**src/rtl/frac_pkg.sv**
```systemverilog
// Shared definitions for the fractional-order operator datapath (FIR numerator and IIR
// denominator stages).
//   WIDTH / FRAC      : sample width and fractional bits of the Q8.24 format
//   AccExt            : guard bits on accumulators so intermediate sums never overflow
//   DefaultA1/A2      : default Q8.24 feedback coefficients for the recursive stage
//   frac_state_e      : sequencing states for the time-multiplexed multiplier
package frac_pkg;

  localparam int unsigned WIDTH  = 32;
  localparam int unsigned FRAC   = 24;
  localparam int unsigned AccExt = 8;

  // 0.5 and -0.125 in Q8.24
  localparam logic signed [WIDTH-1:0] DefaultA1 = 32'sd8388608;
  localparam logic signed [WIDTH-1:0] DefaultA2 = -32'sd2097152;

  typedef enum logic [1:0] {
    StIdle,
    StMul1,
    StMul2,
    StDone
  } frac_state_e;

endpackage

```
**src/rtl/frac_sat_q824.sv**
```systemverilog
// Saturating narrower: clips a guard-extended signed accumulator to a signed WIDTH-bit
// sample.
//   din_i  : signed accumulator value, WIDTH+EXT bits
//   dout_o : value clipped to [-2^(WIDTH-1), 2^(WIDTH-1)-1]
//   clip_o : high when din_i was outside that range
module frac_sat_q824 #(
  parameter int unsigned WIDTH = frac_pkg::WIDTH,
  parameter int unsigned EXT   = frac_pkg::AccExt
) (
  input  logic signed [WIDTH+EXT-1:0] din_i,
  output logic        [WIDTH-1:0]     dout_o,
  output logic                        clip_o
);

  // The value fits iff the guard bits and the result sign bit all agree.
  logic [EXT:0] top_bits;
  assign top_bits = din_i[WIDTH+EXT-1:WIDTH-1];

  always_comb begin
    dout_o = din_i[WIDTH-1:0];
    clip_o = 1'b0;
    if (!((&top_bits) || !(|top_bits))) begin
      clip_o = 1'b1;
      dout_o = din_i[WIDTH+EXT-1] ? {1'b1, {(WIDTH-1){1'b0}}} : {1'b0, {(WIDTH-1){1'b1}}};
    end
  end

endmodule

```
**src/rtl/frac_iir_stage.sv**
```systemverilog
// Recursive (denominator) section of the fractional-order operator:
//   y[n] = sat(x[n] - A1*y[n-1] - A2*y[n-2]), all Q8.24.
// A single signed multiplier is shared over two cycles (MUL1: A1*y1, MUL2: A2*y2).
//   clk, rst            : clock and synchronous active-high reset
//   in_data/valid/ready : input sample handshake, accepted only in IDLE
//   out_data/valid/ready: saturated result handshake, held stable in DONE
//   out_sat             : result was clipped, meaningful with out_valid
module frac_iir_stage #(
  parameter int unsigned              WIDTH = frac_pkg::WIDTH,
  parameter int unsigned              FRAC  = frac_pkg::FRAC,
  parameter logic signed [WIDTH-1:0]  A1    = frac_pkg::DefaultA1,
  parameter logic signed [WIDTH-1:0]  A2    = frac_pkg::DefaultA2
) (
  input  logic             clk,
  input  logic             rst,
  input  logic [WIDTH-1:0] in_data,
  input  logic             in_valid,
  output logic             in_ready,
  output logic [WIDTH-1:0] out_data,
  output logic             out_valid,
  input  logic             out_ready,
  output logic             out_sat
);

  import frac_pkg::*;

  localparam int unsigned AccW  = WIDTH + AccExt;
  localparam int unsigned ProdW = 2 * WIDTH;

  frac_state_e             state_q;
  logic signed [AccW-1:0]  acc_q;
  logic signed [WIDTH-1:0] y1_q, y2_q;

  logic [WIDTH-1:0]        mul_coef, mul_hist;
  logic signed [ProdW-1:0] prod, prod_sh;
  logic signed [AccW-1:0]  acc_sub;
  logic [WIDTH-1:0]        sat_val;
  logic                    sat_clip;
  logic                    unused_prod_hi;

  // Registered-state decode only; no path from out_ready.
  assign in_ready = (state_q == StIdle);

  // Operand mux for the shared multiplier.
  always_comb begin
    mul_coef = A2;
    mul_hist = y2_q;
    if (state_q == StMul1) begin
      mul_coef = A1;
      mul_hist = y1_q;
    end
  end

  // Explicit sign extension keeps the low ProdW bits of the product exact.
  assign prod    = {{WIDTH{mul_coef[WIDTH-1]}}, mul_coef} *
                   {{WIDTH{mul_hist[WIDTH-1]}}, mul_hist};
  assign prod_sh = prod >>> FRAC;  // floor, no rounding

  // |coef*hist| >> FRAC stays below 2^(2*WIDTH-2-FRAC), well inside AccW bits.
  assign acc_sub        = acc_q - prod_sh[AccW-1:0];
  assign unused_prod_hi = ^prod_sh[ProdW-1:AccW];

  frac_sat_q824 #(
    .WIDTH (WIDTH),
    .EXT   (AccExt)
  ) u_sat (
    .din_i  (acc_sub),
    .dout_o (sat_val),
    .clip_o (sat_clip)
  );

  always_ff @(posedge clk) begin
    if (rst) begin
      state_q   <= StIdle;
      acc_q     <= '0;
      y1_q      <= '0;
      y2_q      <= '0;
      out_data  <= '0;
      out_valid <= 1'b0;
      out_sat   <= 1'b0;
    end else begin
      unique case (state_q)
        StIdle: begin
          if (in_valid) begin
            acc_q   <= {{AccExt{in_data[WIDTH-1]}}, in_data};
            state_q <= StMul1;
          end
        end
        StMul1: begin
          acc_q   <= acc_sub;
          state_q <= StMul2;
        end
        StMul2: begin
          out_data  <= sat_val;
          out_sat   <= sat_clip;
          out_valid <= 1'b1;
          // History is fed from the clipped value so the recursion stays bounded.
          y2_q      <= y1_q;
          y1_q      <= sat_val;
          state_q   <= StDone;
        end
        StDone: begin
          if (out_ready) begin
            out_valid <= 1'b0;
            state_q   <= StIdle;
          end
        end
        default: state_q <= StIdle;
      endcase
    end
  end

endmodule

```
**config.mk**
```make
export PLATFORM = sky130hd
export DESIGN_NAME = frac_iir_stage
export DESIGN_NICKNAME = d
export VERILOG_FILES = /design/src/rtl/frac_pkg.sv /design/src/rtl/frac_sat_q824.sv /design/src/rtl/frac_iir_stage.sv
export SDC_FILE = /design/constraint.sdc
export NUM_CORES = 1
export LEC_CHECK = 0
export BUFFER_PORTS_ARGS = -buffer_cell sky130_fd_sc_hd__buf_2
export CORE_ASPECT_RATIO = 1.5
export CORE_MARGIN = 1.5
export CORE_UTILIZATION = 30
export DETAILED_ROUTE_END_ITERATION = 7
export SLEW_MARGIN = 0
export SYNTH_ARGS = -nofsm -noshare
export SYNTH_HDL_FRONTEND = slang
export SYNTH_HIERARCHICAL = 1
export SYNTH_SLANG_ARGS = --single-unit
```
**constraint.sdc**
```tcl
create_clock -name clk -period 13.51 [get_ports clk]
set_input_delay 1.351 -clock clk [delete_from_list [all_inputs] [get_ports clk]]
set_output_delay 1.351 -clock clk [all_outputs]
set_load 0.02 [all_outputs]
```
### Word level (Yosys, flattened, before mapping)

Index checks and enable logic that the tools add are counted.

* eq/ne operators: 5
* reduce and logical (&&, ||, !) cells: 10
* multipliers: 1
* add/sub/neg operators: 1
* mux-type cells: 12

Operators with widths (count)
* two-way mux 32 bit: 4
* case mux 40 bit (2 select lines): 1
* multiplier 32 x 32 -> 64 bit: 1
* two-way mux 40 bit: 1
* subtractor 40 bit: 1
* AND reduction 9 bit: 1
* OR reduction 9 bit: 1
* case mux 2 bit (4 select lines): 1
* AND reduction 2 bit: 3
* == test 2 bit, second input constant: 2
* two-way mux 2 bit: 2
* inequality test 2 bit, second input constant: 2
* nonzero test 2 bit: 2
* == test 2 x 1 -> 1 bit, second input constant: 1
* logical NOT 2 bit: 1
* two-way mux 1 bit: 2
* case mux 1 bit (2 select lines): 1
* logical NOT 1 bit: 1
* logical OR 1 bit: 1

* logic and storage cells: 35
* flip-flop bits (word level): 108

### Longest topological paths before layout

* depth in word-level cells: 8
* gate-level depth with buffers: 49

### Hierarchy

Netlist, hierarchy kept.

By module, submodules not included
* frac_iir_stage: area each 17364.2 um^2, sequential area each 2162.1 um^2, times used 1, cells each 1813
* frac_sat_q824: area each 564.3 um^2, sequential area each 0.0 um^2, times used 1, cells each 85

### Worst setup path before layout

Ideal clock, no wire load.

* path kind: flip-flop to flip-flop
* start: register state_q[1]
* end: register out_sat
* buffers on the path: 7
* data required time: 13.382 ns
* period minus slack after synthesis: 11.358 ns
* stages on the path, launching flop included: 44
* arrival: 11.230 ns
* slack: 2.152 ns
* cells stage by stage: dfxtp_1 inv_1 ha_1 buf_2 buf_1 buf_2 mux2i_1 or2_2 fa_1 inv_1 fa_1 fa_1 inv_1 fa_1 clkbuf_1 inv_1 fa_1 fa_1 [... 8 more ...] a21oi_1 a41oi_1 a21o_1 a21oi_1 xor2_1 ha_1 clkbuf_1 o21ai_0 o21bai_1 a221o_1 a31oi_1 xnor2_1 nor4_1 nand2_1 buf_4 o21a_1 mux2i_1 nor2_1

* cells in the longest elaborated chain, start to end: 8
* elaborated cells between the ends (all ways): 11

RTL lines
* start: declaration: RTL line frac_iir_stage.sv:30 `frac_state_e state_q;`
* start signal: assignment: RTL line frac_iir_stage.sv:74 `state_q <= StIdle;`
* start signal: assignment: RTL line frac_iir_stage.sv:86 `state_q <= StMul1;`
* start signal: assignment: RTL line frac_iir_stage.sv:91 `state_q <= StMul2;`
* == test 2 x 1 -> 1 bit (*): RTL line frac_iir_stage.sv:48 `if (state_q == StMul1) begin`
* two-way mux 32 bit: RTL line frac_iir_stage.sv:48
* multiplier 32 x 32 -> 64 bit (*): RTL line frac_iir_stage.sv:55 `assign prod = {{WIDTH{mul_coef[WIDTH-1]}}, mul_coef} *`
* subtractor 40 bit (*): RTL line frac_iir_stage.sv:60 `assign acc_sub = acc_q - prod_sh[AccW-1:0];`
* via acc_sub[38]: RTL line frac_iir_stage.sv:36 `logic signed [AccW-1:0] acc_sub;`
* OR reduction 9 bit: RTL line frac_sat_q824.sv:22 `if (!((&top_bits) || !(|top_bits))) begin`
* logical NOT 1 bit: RTL line frac_sat_q824.sv:22
* logical OR 1 bit (*): RTL line frac_sat_q824.sv:22
* two-way mux 1 bit (*): RTL line frac_sat_q824.sv:22
* via sat_clip: RTL line frac_iir_stage.sv:38 `logic sat_clip;`
* end signal: assignment: RTL line frac_iir_stage.sv:95 `out_sat <= sat_clip;`
* end: declaration: RTL line frac_iir_stage.sv:22 `output logic out_sat`

Mark *: on every way through the listed nets, which the timed path passes. The rest lies on a longest branch.
A chain may end at the register's enable or synchronous reset.

### Worst setup path in the final report

Ends and elaborated chain as after synthesis.

==> flow_summary.ini <==
[critical_path]
end_kind = flop
cpPeakStageDelay_ns = 0.81
critPathTopFamily = adder cells
slowest_stage = fa_1
crit_required_ns = 13.78
cp-start-kind = flop
crit_type = flop to flop
cpMostUsedCell = fa_1
crit_path_max_fanout = 32
path_depth = 36
crit_buf_inv = 4
critPathArrivalTime_ns = 12.88
rr_worst_depth = 36

[logic_synthesis]
synth_edf_count = 0
synthArstFlopShare_pct = 0
ys_types = 76
syn_area_per_cell_um2 = 9.45
yosys_warnings = 6
yosys_most_used_dff = dfxtp_1
syn_inst = 1898
syn_nets = 2400
yosysSeqAreaShare_pct = 12.1
synthesis.area_um2 = 17900
synth_seq_cells = 108

[cts]
clk_latency_ns = 0.39
cts.reportedPaths.clkPinSlew_ns = 0.09
cts_buffer_depth = 2
postCtsSetupBuffers = 0
clock-root-buffer = clkbuf_16
hold_buffers = 0
cts_max_level = 3
cts_made_buffers = 9
cts_tree = built
cts_sinks = 108

[sta]
rsz0062_at_grt = false
fin_skew_ns = 0.0152
max_freq_mhz = 79.2
worstMarginPinSlew_ns = 0.912
relSlewSlack_pct = 39.1
fin_crit_ns = 12.62
slew_violations = 0
fin_setup_tns_ns = 0
finalHoldWorstSlack_ns = 0.500
fin_crit_sh_pct = 93.4
finalSetupViolCount = 0
fin_ws_ns = 0.891
final_hold_viol_count = 0

[detailed_routing]
wire_per_inst_um = 17.6
drtAntennaViolNets = 0
first_pass_iters = 5
remaining_drc_errors = 0
vias = 13500
drt_iter0_drc = 666
via_per_inst = 5.01
routed_wl_um = 47300

[placed_design]
place_ws_ns = 0.690
io_buffers = 70
dp_hpwl_um = 40100
place_congestion = 0.896
place_inst = 2668

[layout]
instances_no_fill = 2684
layout_common_cells = fa_1 (264), inv_1 (244), ha_1 (198)
diodes = 0
fillers = 6111
drive_gt1_share_pct = 8.55
syn_to_final_growth_pct = 7.57
final_common_cell = fa_1
nets = 2404

[global_route]
antenna_found_initial = 0
grt-ovfl-total = 0
grt-busiest-layer = met2
grt_max_degree = 69
grt_pass1_vias = 14300
grt_util_met2_pct = 29.6
grt_use_met3_pct = 1.53
grt_pass1_wl_um = 76200
use_met1_pct = 17.0
grtUsageTotal_pct = 16.0

[flow_run]
maxCapViolations = 0

[die]
core_area_um2 = 59100
io_pins = 71
die_x_um = 203
fp-row-count = 109
die_h_um = 302
dieArea_um2 = 61300
initial_core_util_pct = 30.4

[hold_path]
hp-class = flop to flop
min_path_cells = 2

[run_status]
status = finished, final reports clean
[final cells by class]
type	count	area [µm²]	area share, %
Timing Repair Buffer	77	405	2.10
Sequential cell	108	2160	11.2
Clock inverter	7	67.6	0.350
Multi-Input combinational cell	1460	14500	75.3
Clock buffer	9	225	1.17
Inverter	246	927	4.81
Tap cell	777	972	5.04
[cell families (layout without fill, tap and decap cells)]
group	count (synthesis)	in the layout	synth area share (%)
multiplexers	124	124	6.95
flip-flops	108	108	12.1
buffers and inverters	330	339	7.15
AO/OA/AOI/OAI	368	368	14.3
adder cells (fa/ha/maj)	466	466	43.6
AND/OR/NAND/NOR	392	392	10.6
XOR/XNOR	110	110	5.37
[metrics by stage]
step / utilization (%) / area, µm²
CTS: 32.6 / 19300
global placement: 32.1 / 19000
detailed placement: 32.1 / 19000
finish: 32.7 / 19300
floorplan: - / 17900
global route: 32.7 / 19300
[Yosys cell counts, types with 13 or more instances]
cell type    n  share of area, %
nor2b_1     13              0.45
dfxtp_1    108                12
inv_1      245               5.1
fa_1       265                30
nand4_1     19              0.66
xor2_1      30               1.5
o21ai_0     58               1.6
a2bb2oi_1   31               1.5
nand2_1     61               1.3
nor2_1     148               3.1
nor3_1      16              0.45
xnor2_1     80               3.9
or2_2       26              0.91
clkbuf_1    59               1.2
nand3_1     48               1.3
a211oi_1    21              0.88
mux2i_1    120               6.7
ha_1       201                14
a21o_1      56               2.3
a21oi_1    106               3.0
nand2b_1    25              0.87
[routing by layer]
metal	wire length [µm]	share of wire, %	vias to the layer above
met4	3480	7.4	0
met2	25200	53	258
met3	1230	2.6	109
met5	0	0	-
li1	-	-	6409
met1	17400	37	6683
[final timing paths]
check | from | to | slack, ns
max reg2reg | state_q[1]$_SDFFE_PP0P_ | out_sat$_SDFFE_PP0P_ | 0.89
min | acc_q[0]$_SDFFE_PP0P_ | acc_q[0]$_SDFFE_PP0P_ | 0.50
max | state_q[1]$_SDFFE_PP0P_ | out_sat$_SDFFE_PP0P_ | 0.89
min reg2reg | acc_q[0]$_SDFFE_PP0P_ | acc_q[0]$_SDFFE_PP0P_ | 0.50
[worst reg2reg max path: cells and delay by family, from the launching register on]
kind            cells  cell delay (ns)
xor+xnor            2             0.47
mux                 2             0.41
flops               1             0.36
buf+inv             4             0.95
compound gates     11             2.68
fa+ha+maj          11             6.27
simple gates        6             1.34
[sequential cells by signal (all words and copies together) (netlist names)]
| name | count |
|---|---|
| y1_q | 32 |
| out_sat | 1 |
| state_q | 2 |
| acc_q | 40 |
| y2_q | 32 |
| out_valid | 1 |
[repair_timing]
item                       in CTS  in global routing
setup endpoints to repair       0                 32
gates resized for setup         0                  4
hold endpoints to repair        0                  0
Power is not shown: default switching activity piles up to over one toggle a cycle in this logic, so the estimate is an artifact.
